<file path="src/rtl/bus_fifo_ctrl.sv">
// bus_fifo_ctrl: command sequencer and circular FIFO behind the tri_state bus port.
// Pushes sample the databus through tri_state (en_write) and store the captured word.
// Pops drive the FIFO head onto the databus through tri_state (en_read) for one cycle.
module bus_fifo_ctrl #(
    parameter int unsigned DATA_WIDTH = 8,
    parameter int unsigned ADDR_WIDTH = 4
) (
    input  logic                  clk,
    input  logic                  rst,
    input  logic                  cmd_valid,
    input  logic                  cmd_write,
    output logic                  cmd_ready,
    output logic                  en_write,
    output logic                  en_read,
    input  logic [DATA_WIDTH-1:0] bus_in,
    output logic [DATA_WIDTH-1:0] bus_out,
    output logic                  done,
    output logic                  overflow_err,
    output logic                  underflow_err,
    output logic [ADDR_WIDTH:0]   count,
    output logic                  full,
    output logic                  empty
);

    localparam int unsigned Depth = 2 ** ADDR_WIDTH;
    localparam logic [ADDR_WIDTH:0] DepthCount = (ADDR_WIDTH + 1)'(Depth);

    typedef enum logic [1:0] {
        StIdle,
        StCap,
        StLatch,
        StDrive
    } state_e;

    state_e                state_q, state_d;
    logic [ADDR_WIDTH-1:0] wr_ptr_q, wr_ptr_d;
    logic [ADDR_WIDTH-1:0] rd_ptr_q, rd_ptr_d;
    logic [ADDR_WIDTH:0]   count_q, count_d;
    logic                  overflow_q, overflow_d;
    logic                  underflow_q, underflow_d;
    logic                  mem_we;

    // Storage is deliberately left out of reset; only the pointers define validity.
    logic [DATA_WIDTH-1:0] mem_q [Depth];

    // State, pointers, occupancy and error pulses; reset wins over any command in flight.
    always_ff @(posedge clk) begin
        if (rst) begin
            state_q     <= StIdle;
            wr_ptr_q    <= '0;
            rd_ptr_q    <= '0;
            count_q     <= '0;
            overflow_q  <= 1'b0;
            underflow_q <= 1'b0;
        end else begin
            state_q     <= state_d;
            wr_ptr_q    <= wr_ptr_d;
            rd_ptr_q    <= rd_ptr_d;
            count_q     <= count_d;
            overflow_q  <= overflow_d;
            underflow_q <= underflow_d;
        end
    end

    // FIFO write of the word tri_state captured during CAP; suppressed by reset.
    always_ff @(posedge clk) begin
        if (mem_we && !rst) begin
            mem_q[wr_ptr_q] <= bus_in;
        end
    end

    // Next-state, pointer and occupancy update; commands only considered in IDLE.
    always_comb begin
        state_d     = state_q;
        wr_ptr_d    = wr_ptr_q;
        rd_ptr_d    = rd_ptr_q;
        count_d     = count_q;
        overflow_d  = 1'b0;
        underflow_d = 1'b0;
        mem_we      = 1'b0;
        unique case (state_q)
            StIdle: begin
                if (cmd_valid) begin
                    if (cmd_write) begin
                        if (full) begin
                            overflow_d = 1'b1;
                        end else begin
                            state_d = StCap;
                        end
                    end else begin
                        if (empty) begin
                            underflow_d = 1'b1;
                        end else begin
                            state_d = StDrive;
                        end
                    end
                end
            end
            StCap: begin
                // tri_state samples the databus at the end of this cycle.
                state_d = StLatch;
            end
            StLatch: begin
                mem_we   = 1'b1;
                wr_ptr_d = wr_ptr_q + 1'b1;
                count_d  = count_q + 1'b1;
                state_d  = StIdle;
            end
            StDrive: begin
                rd_ptr_d = rd_ptr_q + 1'b1;
                count_d  = count_q - 1'b1;
                state_d  = StIdle;
            end
            default: begin
                state_d = StIdle;
            end
        endcase
    end

    // Outputs decoded from registered state only, so they are glitch-free toward tri_state.
    always_comb begin
        cmd_ready     = (state_q == StIdle);
        en_write      = (state_q == StCap);
        en_read       = (state_q == StDrive);
        done          = (state_q == StLatch) || (state_q == StDrive);
        bus_out       = (state_q == StDrive) ? mem_q[rd_ptr_q] : '0;
        overflow_err  = overflow_q;
        underflow_err = underflow_q;
        count         = count_q;
        full          = (count_q == DepthCount);
        empty         = (count_q == '0);
    end

    // Bus-direction and occupancy sanity checks for simulation.
    always_ff @(posedge clk) begin
        if (!rst) begin
            assert (!(en_write && en_read));
            assert (count_q <= DepthCount);
        end
    end

endmodule

</file>
<file path="config.mk">
export PLATFORM = sky130hd
export DESIGN_NAME = bus_fifo_ctrl
export DESIGN_NICKNAME = d
export VERILOG_FILES = /design/src/rtl/bus_fifo_ctrl.sv
export SDC_FILE = /design/constraint.sdc
export NUM_CORES = 1
export LEC_CHECK = 0
export ABC_AREA = 1
export ABC_CLOCK_PERIOD_IN_PS = 1450
export CELL_PAD_IN_SITES_DETAIL_PLACEMENT = 2
export CELL_PAD_IN_SITES_GLOBAL_PLACEMENT = 2
export CORE_ASPECT_RATIO = 0.7
export CORE_MARGIN = 2
export CORE_UTILIZATION = 36
export DETAILED_ROUTE_END_ITERATION = 16
export MAX_ROUTING_LAYER = met4
export PLACE_DENSITY_LB_ADDON = 0.15
export SYNTH_ARGS = -nofsm -noshare
export SYNTH_HDL_FRONTEND = slang
export SYNTH_SLANG_ARGS = --single-unit
export TNS_END_PERCENT = 10
</file>
<file path="constraint.sdc">
create_clock -name clk -period 1.45 [get_ports clk]
set_input_delay 0.145 -clock clk [delete_from_list [all_inputs] [get_ports clk]]
set_output_delay 0.145 -clock clk [all_outputs]
set_load 0.02 [all_outputs]
</file>
==> After elaboration in Yosys (flattened, before gate mapping) <==
Memory sizes are Yosys's and may differ from the RTL's. A register that Yosys moved wholly into a read port is not among the register bits.
Cells that the tools add are included.
{ "word_totals": {"ff_bits": 17, "latchBits": 0, "ramBits": 128, "mem_bits_ro": 0, "inputBits": 12, "output_inout_bits": 21, "wordCells": 45, "mem_count": 1} }
{ "classes": {"add_sub_neg": 4, "mul": 0, "n_div": 0, "order_cmp": 0, "eq_ne": 7, "shifts": 0, "muxes": 14, "bitwise": 3, "reduce_logical": 10} }
{ "mem_list": {"columns": ["memory", "words", "word_bits", "rd", "rd_clocked_by_memory_dff", "write_ports", "line", "source"], "rows": [
  ["mem_q", 16, 8, 1, 1, 1, "44", "logic [DATA_WIDTH-1:0] mem_q [Depth];"]
]} }
{ "ops": {"columns": ["cell", "count"], "rows": [
  ["5-bit one-hot mux with 2 select lines", 1],
  ["4-bit by 1-bit adder with 4-bit output (second input constant)", 2],
  ["2-bit two-way mux", 4],
  ["4-bit two-way mux", 2],
  ["8-bit two-way mux", 1],
  ["4-bit OR reduction", 2],
  ["3-bit != test (second input constant)", 2],
  ["2-bit one-hot mux with 3 select lines", 1],
  ["5-bit by 1-bit adder with 5-bit output (second input constant)", 1],
  ["5-bit == test (second input constant)", 1],
  ["5-bit logical NOT", 1],
  ["1-bit two-way mux", 5],
  ["5-bit by 1-bit subtractor with 5-bit output (second input constant)", 1],
  ["2-bit == test (second input constant)", 2],
  ["1-bit NOT", 3],
  ["3-bit AND reduction", 1],
  ["2-bit by 1-bit == test with 1-bit output (second input constant)", 1],
  ["2-bit logical NOT", 1],
  ["2-bit != test (second input constant)", 1],
  ["2-bit nonzero test", 1],
  ["2-bit OR reduction", 1],
  ["1-bit logical AND", 1],
  ["1-bit logical NOT", 1],
  ["1-bit logical OR", 1]
]} }

==> Longest topological paths before layout <==
Gate-level depths: netlist of run 1.
{ "depth": {"ltp_word": 5, "depth_mapped": 14, "depth_no_buf": 13} }

==> Worst setup path before layout of run 1 <==
No wires, ideal clock.
{ "synth_path": {"path_type": "register -> register", "from": "reg state_q[0]", "to": "mem mem_q[3][0] (enable)", "setup_time_ns": 0.370, "arrival_ns": 1.163, "t_required_ns": 1.080, "path_slack_ns": -0.083, "stages_incl_launch_ff": 5, "n_path_buf": 1, "synth_period_minus_slack_ns": 1.533, "path_cell_list": "dfxtp_1 > buf_2 > nor2_2 > nand2_1 > nor2_1"} }
{ "synth_via": {"elab_chain_len": 5} }
{ "synth_rtl": {"columns": ["item", "line", "source"], "rows": [
  ["start, declared", "35", "state_e state_q, state_d;"],
  ["start signal, assigned", "49", "state_q <= StIdle;"],
  ["start signal, assigned", "56", "state_q <= state_d;"],
  ["2-bit == test", "81", "unique case (state_q)"],
  ["1-bit two-way mux", "81", null],
  ["1-bit logical AND", "67", "if (mem_we && !rst) begin"],
  ["1-bit two-way mux", "67", null],
  ["1-bit two-way mux (not written as such)", "68", "mem_q[wr_ptr_q] <= bus_in;"],
  ["end, declared", "44", null]
]} }
Every way passes these cells.

==> results of run 1 <==
routing by layer:
metal	global-route usage, %	share of wire [%]
met4	6.84	2.5
met3	5.22	4.0
met5	-	0
met2	45.3	50
met1	34.9	44
worst max-delay path: stages (launching register included):
cell and delay (ps):
dfxtp_4 440, buf_12 170, buf_12 140, nor2_4 40, nor2_2 120, o21ai_1 80
nand3_1 120, nand3_2 120, a21oi_4 180, buf_6 140
state kept, by name, indices dropped and copies added (netlist names), named ones only:
name           flops
wr_ptr_q           4
overflow_err       1
rd_ptr_q           4
mem_q            128
state_q            2
underflow_err      1
count              5
cell usage in the layout, fill, tap and decap left out, types with 2 or more instances in the layout:
cell type / n
a21oi_1: 12
ha_1: 5
nand3_2: 27
nand3_4: 2
buf_8: 2
o21ai_0: 17
dlygate4sd2_1: 3
buf_6: 26
clkdlybuf4s15_1: 4
bufinv_16: 2
nand2_4: 2
clkinv_2: 5
clkbuf_1: 3
dfxtp_2: 3
nor3_1: 4
clkbuf_16: 19
edfxtp_1: 128
nand2_2: 13
nor2_1: 64
buf_12: 16
a21oi_2: 7
inv_2: 5
inv_1: 21
nor2_4: 9
nand2_1: 139
o21ai_1: 26
clkdlybuf4s50_1: 11
dfxtp_4: 3
clkinv_1: 3
nand3_1: 37
nor2_2: 19
dfxtp_1: 15
buf_4: 56
through the flow:
stage / cells / instance area (um2)
global placement: 902 / 7330
CTS: 944 / 8340
finish: 954 / 8690
floorplan: 599 / 6270
global route: 954 / 8690
detailed placement: 902 / 7330
final timing paths:
| check | cells after the start | end | start |
|---|---|---|---|
| setup / recovery | 9 | bus_out[4] | flop |
| hold / removal | 3 | underflow_err$_SDFF_PP0_ | cmd_valid |
| setup reg to reg | 14 | count[4]$_SDFFE_PP0P_ | state_q[1]$_SDFFE_PP0P_ |
| hold reg to reg | 1 | rd_ptr_q[3]$_SDFFE_PP0N_ | rd_ptr_q[3]$_SDFFE_PP0N_ |
cell type report:
cell class / instances / area [um2] / share of cell area [%]
Sequential cell: 149 / 4280 / 49.2
Multi-Input combinational cell: 391 / 2100 / 24.2
Timing Repair Buffer: 122 / 1350 / 15.5
Clock buffer: 20 / 437 / 5.02
Tap cell: 231 / 289 / 3.33
Inverter: 29 / 124 / 1.43
Clock inverter: 12 / 113 / 1.30
power groups by stage:
stage	logic [uW]	registers, uW	clock network [uW]
finish	1810	4820	4300
global route	1940	4830	4530
floorplan	645	4890	0
detailed placement	1380	4870	0
global placement	1300	4860	0
CTS	1620	4810	4290
kinds of logic (layout without fill, tap and decap cells):
logic type / count (synthesis) / count (layout)
flip-flops: 149 / 149
buffers and inverters: 59 / 183
AND/OR/NAND/NOR: 319 / 319
adder cells (fa/ha/maj): 6 / 6
XOR/XNOR: 2 / 2
AO/OA/AOI/OAI: 64 / 64
what timing repair did:
action	CTS	global route
setup buffers	7	9
resized for setup	178	72
cloned	3	2
pin swaps	11	33
endpoints found under the setup margin	155	152
==> impl_metrics.ini, run 1 <==
[yosys]
synth-edff-count = 128
ys_top_cells_by_area = edfxtp_1 (61%), nand2_1 (9.2%), dfxtp_1 (6.7%)
synth_top_flop_cell = edfxtp_1
synth_xor_area_share_pct = 0.279
yosys.area.top_type = edfxtp_1
yosysMostFrequentCell = nand2_1
async_flop_share_pct = 0
yosysSeqAreaShare_pct = 68.0
synth_cells = 599
ys_types = 23
synth-seq-cells = 149
synth_compound_area_share_pct = 5.11
avgSynthCellArea_um2 = 10.5
synthTopCellsByCount = nand2_1 (154), edfxtp_1 (128), nor2_1 (91), nand3_1 (66)
synth_simple_gate_area_share_pct = 20.8
syn_area_mm2 = 0.00627
synthesis.nets = 617
muxShareOfSynthArea_pct = 0
synth_top_area_share_pct = 61.3
synthAdderAreaFrac_pct = 1.20
synth_top_family_by_area = simple AND/OR/NAND/NOR gates
ys_warn_count = 0

[timing]
finalSetupViolCount = 141
hold_viol_final = 0
whs_ps = 300
max_slew.worst_pin.slew_ps = 651
finClkSkew_ps = 9.05
finalCriticalPeriod_ps = 2120
final.period_utilization_pct = 147
finalMaxSlewViolations = 0
tns_ps = -17330
fmax_mhz = 471
rsz0062_at_grt = true
relSlewSlack_pct = 56.5
fin_ws_ps = -674

[power]
pwr-share-comb_pct = 16.6
sw_frac_of_total_pct = 26.9
p_per_area_mw_per_mm2 = 1260
p_seq_share_pct = 44.1
power.internal_uw = 7990
leakage_uw = 0.00329
p_sw_uw = 2950
ir_drop_uv = 730
power_uw = 10900
clock_power_share_pct = 39.3

[global_route]
grt_max_degree = 19
antenna_found_initial = 0
grt_pass1_wl_mm = 35.1
gr-usage-all-layers_pct = 27.3
grt_pass1_vias = 5567
gr-total-overflow = 0

[drt]
ant_nets = 0
wl_per_cell_um = 24.9
vias = 5079
drt-total-wl_mm = 23.8
vias_per_cell = 5.32
first_pass_iters = 6
drt-initial-drc-count = 348
drcViolationCount = 0

[place]
gp_congestion = 0.749
place_hpwl_mm = 14.1
place_ws_ps = -816
portBuffers = 32

[flow_run]
cap_violations = 0

[floorplanning]
die_h_um = 114
io_pins = 33
die_w_um = 162
core_mm2 = 0.0171
die-area_mm2 = 0.0185
initial_core_util_pct = 36.6
fp-row-count = 40

[worst_hold_path]
hold_path_class = in -> reg

[layout]
fin_nets = 728
antenna_cells = 0
syn_to_final_growth_pct = 38.6
drive_above_1_share_pct = 31.5
nFillCells = 1722
fin_util_pct = 50.8

[setup_path]
end_kind = output pin
crit_fanout = 7
startpoint_type = flop
crit_arrival_ps = 1980
worst-setup-path-type = reg -> out
worstPathRequired_ps = 1310
reg2reg_slack_ps = -180

[clock_tree]
cts_hold_buffers = 0
clkLatencyLatePin_ps = 430
max-clock-path-buffers = 2
numClockSinks = 149
cts_buffers = 17
clk_pin_slew_ps = 60
tritoncts = yes
clock_tree.root_cell = clkbuf_16
h-tree-depth = 4

[run_status]
violations = negative setup slack
status = finished with violations
(Power assumes the default switching activity.)
==> run 2: changes to the inputs <==
- PLACE_DENSITY: unset -> 0.73
- PLACE_DENSITY_LB_ADDON: 0.15 -> unset
==> run 2 against run 1 <==
Highest routed layer unchanged; clock skew up 0.66 ps; the flow still finishes with violations (negative setup slack); largest power group unchanged; hold slack lost 8.8 ps; critical path depth unchanged.
==> impl_metrics.ini, run 2 (synthesis results as in run 1) <==
[setup_path]
critPathMaxStageDelay_ps = 460
crit_fanout = 8
startpoint_type = flop
worstPathRequired_ps = 1310
crit_chain = buf_12 > buf_4 > nand2_1 > nand2_2 > nand2_2 > nand3_2 > nand3_2 > a21oi_2 > buf_6
worst-setup-path-type = reg -> out
end_kind = output pin
cp_slowest_cell = dfxtp_4
crit_arrival_ps = 2020

[layout]
largest_reg_flops = 128
antenna_cells = 0
final_cells = 949
syn_to_final_growth_pct = 38.0
nFillCells = 1726
finalInstanceArea_mm2 = 0.00865
fin_util_pct = 50.5
drive_above_1_share_pct = 30.6
final_cell_mix = nand2_1 (137), edfxtp_1 (128), nor2_1 (69), buf_4 (52), nand3_1 (39)
fin_nets = 723
layout_commonest_cell = nand2_1
largest-register = mem_q

[timing]
rsz0062_at_grt = true
final.period_utilization_pct = 149
finClkSkew_ps = 9.70
tns_ps = -11990
fmax_mhz = 463
finalCriticalPeriod_ps = 2160
finalMaxSlewViolations = 0
whs_ps = 292
max_slew.worst_pin.slew_ps = 364
fin_ws_ps = -710
relSlewSlack_pct = 75.5
hold_viol_final = 0
finalSetupViolCount = 131

[drt]
drt-total-wl_mm = 24.6
wl_per_cell_um = 25.9
ant_nets = 0
vias_per_cell = 5.40
first_pass_iters = 5
drcViolationCount = 0
drt-initial-drc-count = 453
vias = 5129

[clock_tree]
cts_hold_buffers = 0
h-tree-depth = 4
tritoncts = yes
max-clock-path-buffers = 2
cts_buffers = 17
clock_tree.root_cell = clkbuf_16
clkLatencyLatePin_ps = 440
numClockSinks = 149
clk_pin_slew_ps = 60

[place]
placed_cell_area_mm2 = 0.00736
dpl.cell_count = 907
gp_congestion = 0.784
portBuffers = 32
place_hpwl_mm = 14.1

[global_route]
gr-total-overflow = 0
grt_max_degree = 35
gr-usage-all-layers_pct = 25.3
grt_pass1_wl_mm = 32.8
grt_pass1_vias = 5464
antenna_found_initial = 0

[floorplanning]
die_w_um = 162
fp-row-count = 40
die_h_um = 114
initial_core_util_pct = 36.6
io_pins = 33
die-area_mm2 = 0.0185
core_mm2 = 0.0171

[power]
p_per_area_mw_per_mm2 = 1310
ir_drop_uv = 880
leakage_uw = 0.00327

[run_status]
violations = negative setup slack
status = finished with violations

[flow_run]
cap_violations = 0

[worst_hold_path]
hold_path_class = in -> reg
==> run 2: cell count changes in the layout (fill, tap and decap cells not counted), sizes merged <==
| cell | previous run | this run |
|---|---|---|
| buf | 101 | 97 |
| clkdlybuf4s15 | 4 | 1 |
| dlygate4sd2 | 3 | 6 |
| bufinv | 2 | 4 |
| bufbuf | 1 | 0 |
| clkinv | 9 | 8 |
| clkinvlp | 1 | 0 |
==> run 2: power breakdown <==
part	internal, uW	switching, uW	leakage (uW)
Combinational	699	1090	0.00165
Clock	2850	1850	0.000294
Sequential	4730	83.8	0.00132
==> run 2: layout make-up <==
type	count	area (um2)	share of cell area, %
clock buffer	20	437	5.05
clock inverter	12	160	1.85
inverter	29	119	1.37
multi-input combinational	391	2130	24.6
sequential	149	4280	49.5
tap	231	289	3.34
timing repair buffer	117	1230	14.3
==> run 2: final timing paths <==
check	depth (start not counted)	from	slack (ps)	endpoint
worst max-delay path	9	flop	-710	bus_out[7]
worst max register to register	7	state_q[1]$_SDFFE_PP0P_	-120	mem_q[15][4]$_DFFE_PP_
worst min register to register	1	rd_ptr_q[3]$_SDFFE_PP0N_	490	rd_ptr_q[3]$_SDFFE_PP0N_
worst min-delay path	3	cmd_valid	290	underflow_err$_SDFF_PP0_
==> run 2: per-layer routing <==
metal / GRT usage, % / part of all wire (%) / vias up
met1: 32.3 / 44 / 2703
met3: 5.14 / 4.9 / 30
li1: - / - / 2246
met2: 41.9 / 50 / 150
met4: 6.08 / 1.6 / 0
met5: - / 0 / -
==> run 2: what timing repair did <==
action,4_1_cts,5_1_grt
gates cloned,1,1
buffers inserted,4,5
pin swaps,7,23
endpoints found under the setup margin,155,152
resized for setup,143,100
==> run 2: worst max-delay path, delay by kind of cell, from the launching register on <==
family | cells | cell delay [ps]
compound gates | 1 | 190
buf+inv | 3 | 460
flops | 1 | 460
simple gates | 5 | 480
==> run 2: per-stage QoR <==
stage | setup WS (ps) | total power (uW)
after CTS | -605 | 10900
after floorplan | -83.0 | 5540
after global placement | -665 | 6180
final | -710 | 11300
after global routing | -796 | 11600
after detailed placement | -735 | 6260
==> run 3: changes to the inputs <==
- ABC_CLOCK_PERIOD_IN_PS: 1450 -> 2700
- CORE_UTILIZATION: 36 -> 42
- PLACE_DENSITY: 0.73 -> 0.8
- clock period: 1.45 -> 2.7 ns (I/O delays scaled with it)
==> run 3 against run 2 <==
The flow now finishes without violations; sequential power down 46%; first-iteration DRC count down 13%; hold slack better by 160 ps; critical endpoint is now bus_out[2]; largest cell class unchanged.
==> impl_metrics.ini, run 3 (synthesis results as in run 1) <==
[setup_path]
worst-setup-path-type = reg -> out
worstPathRequired_ps = 2430
cp_slowest_cell = dfxtp_4
path_common_cell = nand2_1
crit_end = bus_out[2]
startpoint_type = flop
rr_endpoint = mem_q[15][4]$_DFFE_PP_
crit_chain = inv_2 > buf_12 > nand2_1 > nand2_1 > nand2_1 > nand3_1 > nand3_1 > a21oi_1 > clkdlybuf4s15_1
r2r_cells = 5
timing.rr.start = state_q[1]$_SDFFE_PP0P_
critPathMaxStageDelay_ps = 420
crit_fanout = 26
end_kind = output pin
reg2reg_slack_ps = 520
crit_arrival_ps = 2320

[drt]
drcViolationCount = 0
wl_per_cell_um = 25.6
first_pass_iters = 6
vias = 4836
drt-total-wl_mm = 21.9
vias_per_cell = 5.66
ant_nets = 0
drt-initial-drc-count = 395

[place]
gp_congestion = 0.804
place_ws_ps = 111
portBuffers = 32
place_hpwl_mm = 13.5

[timing]
whs_ps = 453
finalSetupViolCount = 0
finClkSkew_ps = 12.9
finalMaxSlewViolations = 0
rsz0062_at_grt = false
relSlewSlack_pct = 47.5
tns_ps = 0
max_slew.worst_pin.slew_ps = 787
final.period_utilization_pct = 95.9
fin_ws_ps = 111
fmax_mhz = 386
hold_viol_final = 0
finalCriticalPeriod_ps = 2590

[layout]
drive_above_1_share_pct = 9.39
nFillCells = 1485
syn_to_final_growth_pct = 19.2
fin_nets = 665
largest-register = mem_q
multi_input_area_mm2 = 0.00172
layout_commonest_cell = nand2_1
largest_reg_flops = 128
fin_util_pct = 51.1
regArea_mm2 = 0.00427
antenna_cells = 0
final_cell_mix = nand2_1 (154), edfxtp_1 (128), nor2_1 (91), nand3_1 (66)

[power]
power_uw = 5670
leakage_uw = 0.00281
ir_drop_uv = 508
p_per_area_mw_per_mm2 = 759

[floorplanning]
fp-row-count = 37
die-area_mm2 = 0.0159
io_pins = 33
initial_core_util_pct = 42.8
die_w_um = 150
die_h_um = 106
core_mm2 = 0.0146

[clock_tree]
clk_pin_slew_ps = 60
cts_buffers = 17
h-tree-depth = 4
tritoncts = yes
numClockSinks = 149
clock_tree.root_cell = clkbuf_16
clkLatencyLatePin_ps = 430
max-clock-path-buffers = 2
cts_hold_buffers = 0

[global_route]
grt_pass1_wl_mm = 33.3
antenna_found_initial = 1
grt_max_degree = 39
gr-usage-all-layers_pct = 30.1
gr-total-overflow = 0
grt_pass1_vias = 5334

[worst_hold_path]
hold_path_class = in -> reg

[flow_run]
cap_violations = 0

[run_status]
status = completed
run 3: changes by cell type in the layout (fill, tap and decap cells not counted), sizes merged:
| cell | delta |
|---|---|
| clkbuf | -2 |
| clkinvlp | +2 |
| bufinv | -1 |
| clkinv | -2 |
| clkdlybuf4s50 | +13 |
| dlygate4sd2 | +1 |
| buf | -70 |
| inv | +1 |
run 3: area by class of cell:
class	count	area share, %
inverter	29	1.46
clock inverter	12	2.06
clock buffer	20	5.84
tap	195	3.26
timing repair buffer	59	7.32
multi-input combinational	391	23.0
sequential	149	57.1
run 3: worst min-delay path by stage:
stage / slack [ps] / from / to / cells after the start
final: 450 / cmd_valid / overflow_err$_SDFF_PP0_ / 3
after global routing: 480 / cmd_valid / underflow_err$_SDFF_PP0_ / 3
after CTS: 440 / cmd_valid / overflow_err$_SDFF_PP0_ / 3
after detailed placement: 460 / rd_ptr_q[3]$_SDFFE_PP0N_ / rd_ptr_q[3]$_SDFFE_PP0N_ / 1
after global placement: 430 / rd_ptr_q[3]$_SDFFE_PP0N_ / rd_ptr_q[3]$_SDFFE_PP0N_ / 1
after floorplan: 370 / bus_in[0] / mem_q[0][0]$_DFFE_PP_ / 0
run 3: routing by layer:
layer / GRT usage, % / part of all wire (%) / vias up
met1: 38.9 / 43 / 2513
met5: - / 0 / -
met3: 6.09 / 5.9 / 40
met2: 48.5 / 49 / 161
met4: 9.03 / 2.1 / 0
li1: - / - / 2122
run 3: where the power goes:
group,internal [uW],switching (uW)
clock network,1460,1010
logic,202,408
registers,2540,58.0
total,4200,1470
run 3: metrics by stage:
step | cell area, um2 | instances
finish | 7470 | 855
global route | 7470 | 855
CTS | 7470 | 855
detailed placement | 6880 | 822
global placement | 6880 | 822
floorplan | 6270 | 599
run 3: critical path: cells and delay by family, from the launching register on:
family / cells / cell delay [ps]
AO/OA/AOI/OAI: 1 / 220
buffers and inverters: 3 / 650
flip-flops: 1 / 420
AND/OR/NAND/NOR: 5 / 580
run 3: repair_timing:
| item | 4_1_cts | 5_1_grt |
|---|---|---|
| resized for setup | 10 | 2 |
| setup endpoints to repair | 8 | 1 |
| pin swaps | 0 | 0 |
| setup buffers | 1 | 0 |
